<file path="src/rtl/stopwatch_tick_counter.sv">
// MM:SS BCD stopwatch driven by the divider's slow square wave, with run/pause/adjust modes.
// Define BLINK_EN to blink the selected digit pair in ADJUST; otherwise blank is tied low.
module stopwatch_tick_counter #(
    parameter int TICKS_PER_COUNT = 2,
    parameter int PRE_W           = 4
) (
    input  logic       clk,
    input  logic       rst,
    input  logic       tick_in,
    input  logic       pause_btn,
    input  logic       adj,
    input  logic       sel,
    output logic       tick_pulse,
    output logic [3:0] sec_ones,
    output logic [3:0] sec_tens,
    output logic [3:0] min_ones,
    output logic [3:0] min_tens,
    output logic       wrap,
    output logic [1:0] blank
);

    typedef enum logic [1:0] {RUN, PAUSED, ADJUST} state_t;

    localparam logic [PRE_W-1:0] PRE_LAST = PRE_W'(TICKS_PER_COUNT - 1);

    state_t           state;
    logic             s1, s2, s3;
    logic [1:0]       warm;
    logic [PRE_W-1:0] pre;

    always_ff @(posedge clk or posedge rst) begin
        if (rst) begin
            s1         <= 1'b0;
            s2         <= 1'b0;
            s3         <= 1'b0;
            warm       <= '0;
            tick_pulse <= 1'b0;
            wrap       <= 1'b0;
            pre        <= '0;
            sec_ones   <= '0;
            sec_tens   <= '0;
            min_ones   <= '0;
            min_tens   <= '0;
            state      <= RUN;
        end else begin
            s1 <= tick_in;
            s2 <= s1;
            s3 <= s2;
            if (warm != 2'd3)
                warm <= warm + 2'd1;
            // Until s3 holds a real post-reset sample, a level already high is not an edge.
            tick_pulse <= s2 & ~s3 & (warm == 2'd3);
            wrap       <= 1'b0;

            if (state == ADJUST)
                pre <= '0;

            if (tick_pulse) begin
                case (state)
                    RUN: begin
                        if (pre != PRE_LAST) begin
                            pre <= pre + 1'b1;
                        end else begin
                            pre <= '0;
                            if (sec_ones != 4'd9) begin
                                sec_ones <= sec_ones + 4'd1;
                            end else begin
                                sec_ones <= '0;
                                if (sec_tens != 4'd5) begin
                                    sec_tens <= sec_tens + 4'd1;
                                end else begin
                                    sec_tens <= '0;
                                    if (min_ones != 4'd9) begin
                                        min_ones <= min_ones + 4'd1;
                                    end else begin
                                        min_ones <= '0;
                                        if (min_tens != 4'd5) begin
                                            min_tens <= min_tens + 4'd1;
                                        end else begin
                                            min_tens <= '0;
                                            wrap     <= 1'b1;
                                        end
                                    end
                                end
                            end
                        end
                    end
                    ADJUST: begin
                        // Selected field wraps 59 -> 00 on its own; no carry into the other field.
                        if (!sel) begin
                            if (sec_ones != 4'd9) begin
                                sec_ones <= sec_ones + 4'd1;
                            end else begin
                                sec_ones <= '0;
                                sec_tens <= (sec_tens == 4'd5) ? 4'd0 : sec_tens + 4'd1;
                            end
                        end else begin
                            if (min_ones != 4'd9) begin
                                min_ones <= min_ones + 4'd1;
                            end else begin
                                min_ones <= '0;
                                min_tens <= (min_tens == 4'd5) ? 4'd0 : min_tens + 4'd1;
                            end
                        end
                    end
                    default: ;
                endcase
            end

            if (adj && state != ADJUST) begin
                state <= ADJUST;
            end else if (state == ADJUST) begin
                if (!adj)
                    state <= RUN;
            end else if (pause_btn) begin
                state <= (state == RUN) ? PAUSED : RUN;
            end
        end
    end

`ifdef BLINK_EN
    logic       sel_q;
    logic [1:0] blink;

    always_ff @(posedge clk or posedge rst) begin
        if (rst) begin
            sel_q <= 1'b0;
            blink <= '0;
        end else begin
            sel_q <= sel;
            if (state != ADJUST || !adj || sel != sel_q)
                blink <= '0;
            else if (tick_pulse)
                blink <= sel ? {~blink[1], 1'b0} : {1'b0, ~blink[0]};
        end
    end

    assign blank = blink;
`else
    assign blank = '0;
`endif

endmodule
</file>
<file path="config.mk">
export PLATFORM = sky130hd
export DESIGN_NAME = stopwatch_tick_counter
export DESIGN_NICKNAME = d
export VERILOG_FILES = /design/src/rtl/stopwatch_tick_counter.sv
export SDC_FILE = /design/constraint.sdc
export NUM_CORES = 1
export LEC_CHECK = 0
export CORE_MARGIN = 2
export CORE_UTILIZATION = 40
export DETAILED_ROUTE_END_ITERATION = 7
export RECOVER_POWER = 50
export SLEW_MARGIN = 20
export SYNTH_ARGS = -nofsm -noshare
export SYNTH_HDL_FRONTEND = slang
export SYNTH_SLANG_ARGS = --single-unit
</file>
<file path="constraint.sdc">
create_clock -name clk -period 3.95 [get_ports clk]
set_input_delay 0.5925 -clock clk [delete_from_list [all_inputs] [get_ports clk]]
set_output_delay 0.5925 -clock clk [all_outputs]
set_load 0.005 [all_outputs]
</file>
==> results.sh, run 1 <==
export IMPL_outcome="complete, no violations"
export IMPL_worstMarginPinSlew_ps=1110
export IMPL_p_int_w=0.000604
export IMPL_avgSynthCellArea_sq_um=10.4
export IMPL_critPathCaptureType="register"
export IMPL_skew_ps=9.09
export IMPL_setup_violations=0
export IMPL_path_max_fanout=13
export IMPL_grt_usage_pct=15.7
export IMPL_port_buffers=23
export IMPL_cts_tree="built"
export IMPL_synth_main_ff_cell="dfrtp_1"
export IMPL_min_path_type="reg -> reg"
export IMPL_synthArstFlopShare_pct=100
export IMPL_powerDensity_nw_per_um2=488
export IMPL_most_common_layout_cells="dfrtp_1, clkdlybuf4s50_1, o21ai_0"
export IMPL_synth_edf_count=0
export IMPL_worst_setup_path_start_kind="register"
export IMPL_initial_core_util_pct=42.7
export IMPL_cts_sinks=29
export IMPL_num_rows=21
export IMPL_fp_dieH_um=64.4
export IMPL_critPathKind="reg -> reg"
export IMPL_yosys_warnings=0
export IMPL_h_tree_depth=2
export IMPL_whs_path_depth=0
export IMPL_post_route_drc_count=0
export IMPL_grt_pass1_wl_um=5040
export IMPL_finalCritPeriodShare_pct=54.3
export IMPL_fmax_ghz=0.466
export IMPL_slew_limit_headroom_pct=26.1
export IMPL_hold_buffers=0
export IMPL_die_w_um=64.4
export IMPL_required_ps=4170
export IMPL_num_vias=1106
export IMPL_synth_yosys_seq_area_share_pct=49.8
export IMPL_wl_per_cell_um=13.2
export IMPL_final_hold_viol_count=0
export IMPL_placed_area_sq_um=1720
export IMPL_syn_instance_count=140
export IMPL_finalNonFillerCells=212
export IMPL_final_area_sq_um=1790
export IMPL_placed_cells=204
export IMPL_leakagePower_nw=0.744
export IMPL_first_pass_iters=4
export IMPL_clk_latency_ps=330
export IMPL_hpwl_um=1960
export IMPL_ys_ff_latch=29
export IMPL_synth_cell_types=40
export IMPL_p_seq_share_pct=48.6
export IMPL_worst_ir_drop_vdd_v=0.000228
export IMPL_boundaryPins=26
export IMPL_cts_buffer_depth=2
export IMPL_numCtsBuffers=5
export IMPL_grt_max_degree=30
export IMPL_num_nets_final=176
export IMPL_worst_hold_slack_ps=356
export IMPL_clkPwrFrac_pct=23.6
export IMPL_grt_pass1_vias=1127
export IMPL_cap_violations=0
export IMPL_ant_nets=0
export IMPL_crit_arrival_ps=2360
export IMPL_drtIter0Drc=103
export IMPL_final_max_slew_viol_count=0
export IMPL_antenna_found_initial=0
export IMPL_viasPerCell=5.22
export IMPL_p_sw_w=0.000268
export IMPL_r2r_worst_path_cells=4
export IMPL_areaGrowthSynthToFinish_pct=22.6
export IMPL_rsz0062_at_grt="false"
export IMPL_cts_repair_resized=0
export IMPL_fin_crit_ps=2150
export IMPL_netSwitchingFraction_pct=30.7
export IMPL_ctsRootBufferMaster="clkbuf_4"
export IMPL_wl_um=2790
export IMPL_finalSetupTns_ps=0
export IMPL_dieArea_sq_um=4140
export IMPL_final_common_cell="dfrtp_1"
export IMPL_post_cts_buffers=0
export IMPL_place_congestion=0.733
export IMPL_core_sq_um=3420
export IMPL_layout_drive_gt1_share_pct=8.43
export IMPL_grt_overflow_total=0
export IMPL_syn_cell_area_sq_um=1460
export IMPL_diodes=0
export IMPL_clk_pin_slew_ps=100
export IMPL_p_comb_share_pct=27.8
==> final cells by class <==
| type | count | area, sq um |
|---|---|---|
| Clock buffer | 7 | 65.1 |
| Clock inverter | 1 | 5.00 |
| Fill cell | 330 | 1630 |
| Inverter | 8 | 30.0 |
| Multi-Input combinational cell | 98 | 673 |
| Sequential cell | 29 | 726 |
| Tap cell | 46 | 57.6 |
| Timing Repair Buffer | 23 | 230 |
==> worst max-delay path, cell delays in order, from the launching register on <==
cell and delay, ps:
dfrtp_1 500, or2_0 390, a21oi_1 700, nor3_1 140
mux2_2 300
==> worst paths after layout <==
| path | startpoint | end | slack (ps) |
|---|---|---|---|
| setup / recovery | state[0] | min_tens[3] | 1800 |
| hold / removal | s1 | s2 | 360 |
| setup reg to reg | state[0] | min_tens[3] | 1800 |
| hold reg to reg | s1 | s2 | 360 |
| max in group asynchronous | rst | wrap | 2300 |
| min in group asynchronous | rst | min_ones[0] | 980 |
==> registers in the layout, indices dropped and copies added (netlist names), 2 cells and up <==
| name | flops |
|---|---|
| min_ones | 4 |
| pre | 4 |
| state | 2 |
| sec_tens | 4 |
| warm | 2 |
| sec_ones | 4 |
| min_tens | 4 |
==> cells by family (layout without fill, tap and decap cells) <==
kind of cell,after synthesis,in the layout,share of synthesized area (%)
and+or+nand+nor,47,47,18.8
AOI/OAI and AO/OA,35,35,16.6
DFF,29,29,49.8
buffers and inverters,14,39,4.29
adders and majority gates,5,5,4.29
xor gates and xnor gates,5,5,3.00
muxes,4,4,3.00
other,1,2,0.257
==> synthesized netlist by cell type, drive strengths merged, types with 2 or more instances <==
library cell,number,share of area [%]
o21ai,11,3.8
nor3,6,2.1
ha,5,4.3
clkbuf,2,0.52
nand2,10,2.6
a21o,2,1.0
xnor2,3,1.8
dfrtp,29,50
nand4,2,0.86
xor2,2,1.2
o2111ai,3,2.2
nand2b,2,0.86
or4,2,1.0
nor2b,3,1.3
mux2,3,2.3
o41ai,3,1.8
o31ai,2,1.0
nor2,8,2.1
a21oi,7,2.4
buf,4,1.7
inv,8,2.1
o211ai,2,1.0
nand3,4,1.4
nand3b,2,1.0
and3b,2,1.2
==> per-layer routing <==
layer	track usage, %	up-vias	part of all wire, %
met5	0	-	0
met4	4.79	0	1.4
met3	6.16	5	4.7
met2	24.7	22	44
met1	19.9	523	50
li1	-	556	-
==> through the flow <==
| stage | total power (W) | setup WS, ps | utilization (%) |
|---|---|---|---|
| 2_1_floorplan | 0.000539 | 2150 | - |
| 3_3_place_gp | 0.000665 | 1700 | 50.3 |
| 3_5_place_dp | 0.000674 | 1710 | 50.3 |
| 4_1_cts | 0.000884 | 1810 | 52.3 |
| 5_1_grt | 0.000939 | 1630 | 52.3 |
| 6_report | 0.000872 | 1800 | 52.3 |
==> power by group through the flow <==
stage | logic (W) | registers, W | clock network, W
global placement | 0.000238 | 0.000427 | 0
CTS | 0.000246 | 0.000425 | 0.000213
floorplan | 0.000121 | 0.000418 | 0
detailed placement | 0.000244 | 0.000430 | 0
global route | 0.000268 | 0.000439 | 0.000232
finish | 0.000242 | 0.000424 | 0.000206
Note: power is estimated with default switching activity, not from simulation.
==> inputs of run 2 (changes only) <==
--- a/config.mk
+++ b/config.mk
@@ -8,6 +8,7 @@
 export CORE_MARGIN = 2
 export CORE_UTILIZATION = 40
 export DETAILED_ROUTE_END_ITERATION = 7
+export PLACE_DENSITY = 0.66
 export RECOVER_POWER = 50
 export SLEW_MARGIN = 20
 export SYNTH_ARGS = -nofsm -noshare
==> constraint.sdc (replaced) <==
create_clock -name clk -period 1.85 [get_ports clk]
set_input_delay 0.2775 -clock clk [delete_from_list [all_inputs] [get_ports clk]]
set_output_delay 0.2775 -clock clk [all_outputs]
set_load 0.005 [all_outputs]
==> run 2 against run 1 <==
- via count up 7.8%
- wire length up 8.6%
- clock power up 91%
- critical path depth up 1
- critical endpoint is now sec_tens[3]
- highest routed layer unchanged
==> results.sh, run 2 (synthesized netlist as in run 1, its figures left out) <==
export IMPL_outcome="complete, no violations"
export IMPL_p_seq_share_pct=43.0
export IMPL_p_comb_share_pct=36.7
export IMPL_p_int_w=0.00135
export IMPL_final_hold_viol_count=0
export IMPL_cts_buffer_depth=2
export IMPL_path_max_fanout=6
export IMPL_final_area_sq_um=1920
export IMPL_areaGrowthSynthToFinish_pct=31.6
export IMPL_dieArea_sq_um=4140
export IMPL_crit_start="pre[0]"
export IMPL_hpwl_um=2220
export IMPL_required_ps=2120
export IMPL_r2r_start="pre[0]"
export IMPL_critPathCaptureType="register"
export IMPL_worst_setup_path_start_kind="register"
export IMPL_place_congestion=0.759
export IMPL_fin_crit_ps=1740
export IMPL_cts_sinks=29
export IMPL_clkPwrFrac_pct=20.3
export IMPL_skew_ps=12.6
export IMPL_critPathKind="reg -> reg"
export IMPL_crit_arrival_ps=2010
export IMPL_antenna_found_initial=0
export IMPL_post_cts_buffers=0
export IMPL_ctsRootBufferMaster="clkbuf_4"
export IMPL_p_sw_w=0.000587
export IMPL_clk_pin_slew_ps=90
export IMPL_placed_area_sq_um=1860
export IMPL_slew_limit_headroom_pct=51.8
export IMPL_cap_violations=0
export IMPL_ant_nets=0
export IMPL_worstMarginPinSlew_ps=723
export IMPL_fp_dieH_um=64.4
export IMPL_wl_um=3030
export IMPL_port_buffers=23
export IMPL_layout_drive_gt1_share_pct=17.4
export IMPL_grt_pass1_wl_um=5470
export IMPL_leakagePower_nw=0.824
export IMPL_core_sq_um=3420
export IMPL_hp_start="s1"
export IMPL_drtIter0Drc=76
export IMPL_cts_tree="built"
export IMPL_cp_top_family="simple AND/OR/NAND/NOR gates"
export IMPL_num_vias=1192
export IMPL_most_common_layout_cells="dfrtp_1, clkdlybuf4s50_1, buf_4"
export IMPL_grt_overflow_total=0
export IMPL_clk_latency_ps=330
export IMPL_h_tree_depth=2
export IMPL_numCtsBuffers=5
export IMPL_die_w_um=64.4
export IMPL_wl_per_cell_um=13.2
export IMPL_finalSetupTns_ps=0
export IMPL_min_path_type="reg -> reg"
export IMPL_rsz0062_at_grt="false"
export IMPL_num_nets_final=195
export IMPL_final_max_slew_viol_count=0
export IMPL_fmax_ghz=0.573
export IMPL_powerDensity_nw_per_um2=1010
export IMPL_viasPerCell=5.18
export IMPL_max_stage_delay_ps=490
export IMPL_finalCritPeriodShare_pct=94.3
export IMPL_crit_slowest_cell="or4_1"
export IMPL_grt_pass1_vias=1219
export IMPL_diodes=0
export IMPL_worst_ir_drop_vdd_v=0.000553
export IMPL_post_route_drc_count=0
export IMPL_first_pass_iters=4
export IMPL_netSwitchingFraction_pct=30.3
export IMPL_final_common_cell="dfrtp_1"
export IMPL_setup_violations=0
export IMPL_crit_buf_inv=1
export IMPL_fillers=311
export IMPL_initial_core_util_pct=42.7
export IMPL_boundaryPins=26
export IMPL_num_rows=21
export IMPL_grt_usage_pct=17.2
export IMPL_grt_max_degree=30
export IMPL_hold_buffers=0
export IMPL_critical_path_cell_chain="nor4b_4 -> buf_4 -> o2111ai_2 -> or4_1 -> nand2_1"
## run 2: cell count changes in the layout (fill, tap and decap cells not counted), sizes merged
cell           before  now
clkdlybuf4s50      20   21
clkbuf              7    9
dlygate4sd3         3    2
buf                 0   17
clkinv              1    0
## run 2: routing by layer
layer  up-vias  part of all wire (%)  GRT usage, %
li1        592                     -             -
met1       576                    48          22.3
met2        20                    48          27.2
met3         4                   3.9          5.46
met4         0                  0.99          5.59
met5         -                     0             0
## run 2: area by class of cell
type,count,area [sq um],share of cell area (%)
multi-input cells,98,683,35.6
repair buffers,42,367,19.1
flip-flops and latches,29,726,37.8
clock buffers,7,55.1,2.87
well taps,46,57.6,3.00
inverters,8,30.0,1.57
## run 2: stage by stage
stage,util (%),instances,power [W],hold slack [ps],setup WS (ps)
finish,56.2,230,0.00193,354,105
global route,56.2,230,0.00209,365,30.0
floorplan,-,141,0.00115,309,54.1
global placement,54.4,223,0.00153,333,82.3
detailed placement,54.4,223,0.00156,335,42.3
CTS,56.0,230,0.00196,326,75.1
## run 2: power by group through the flow
stage,sequential [W],combinational (W),clock [W]
after global routing,0.000853,0.000794,0.000441
after detailed placement,0.000845,0.000712,0
after global placement,0.000836,0.000692,0
after CTS,0.000834,0.000716,0.000405
after floorplan,0.000892,0.000259,0
final,0.000832,0.000709,0.000393
## run 2: what timing repair did
action / CTS / global route
setup endpoints to repair: 0 / 5
endpoints found under the hold margin: 0 / 0
gates resized for setup: 0 / 2
## run 2: path summary, 6_finish.rpt
path | depth (start not counted) | end | slack [ps]
worst max register to register | 5 | sec_tens[3] | 110
worst min-delay path | 0 | s2 | 350
min in group asynchronous | 3 | min_ones[0] | 580
max in group asynchronous | 3 | warm[1] | 790
worst max-delay path | 5 | sec_tens[3] | 110
worst min register to register | 0 | s2 | 350
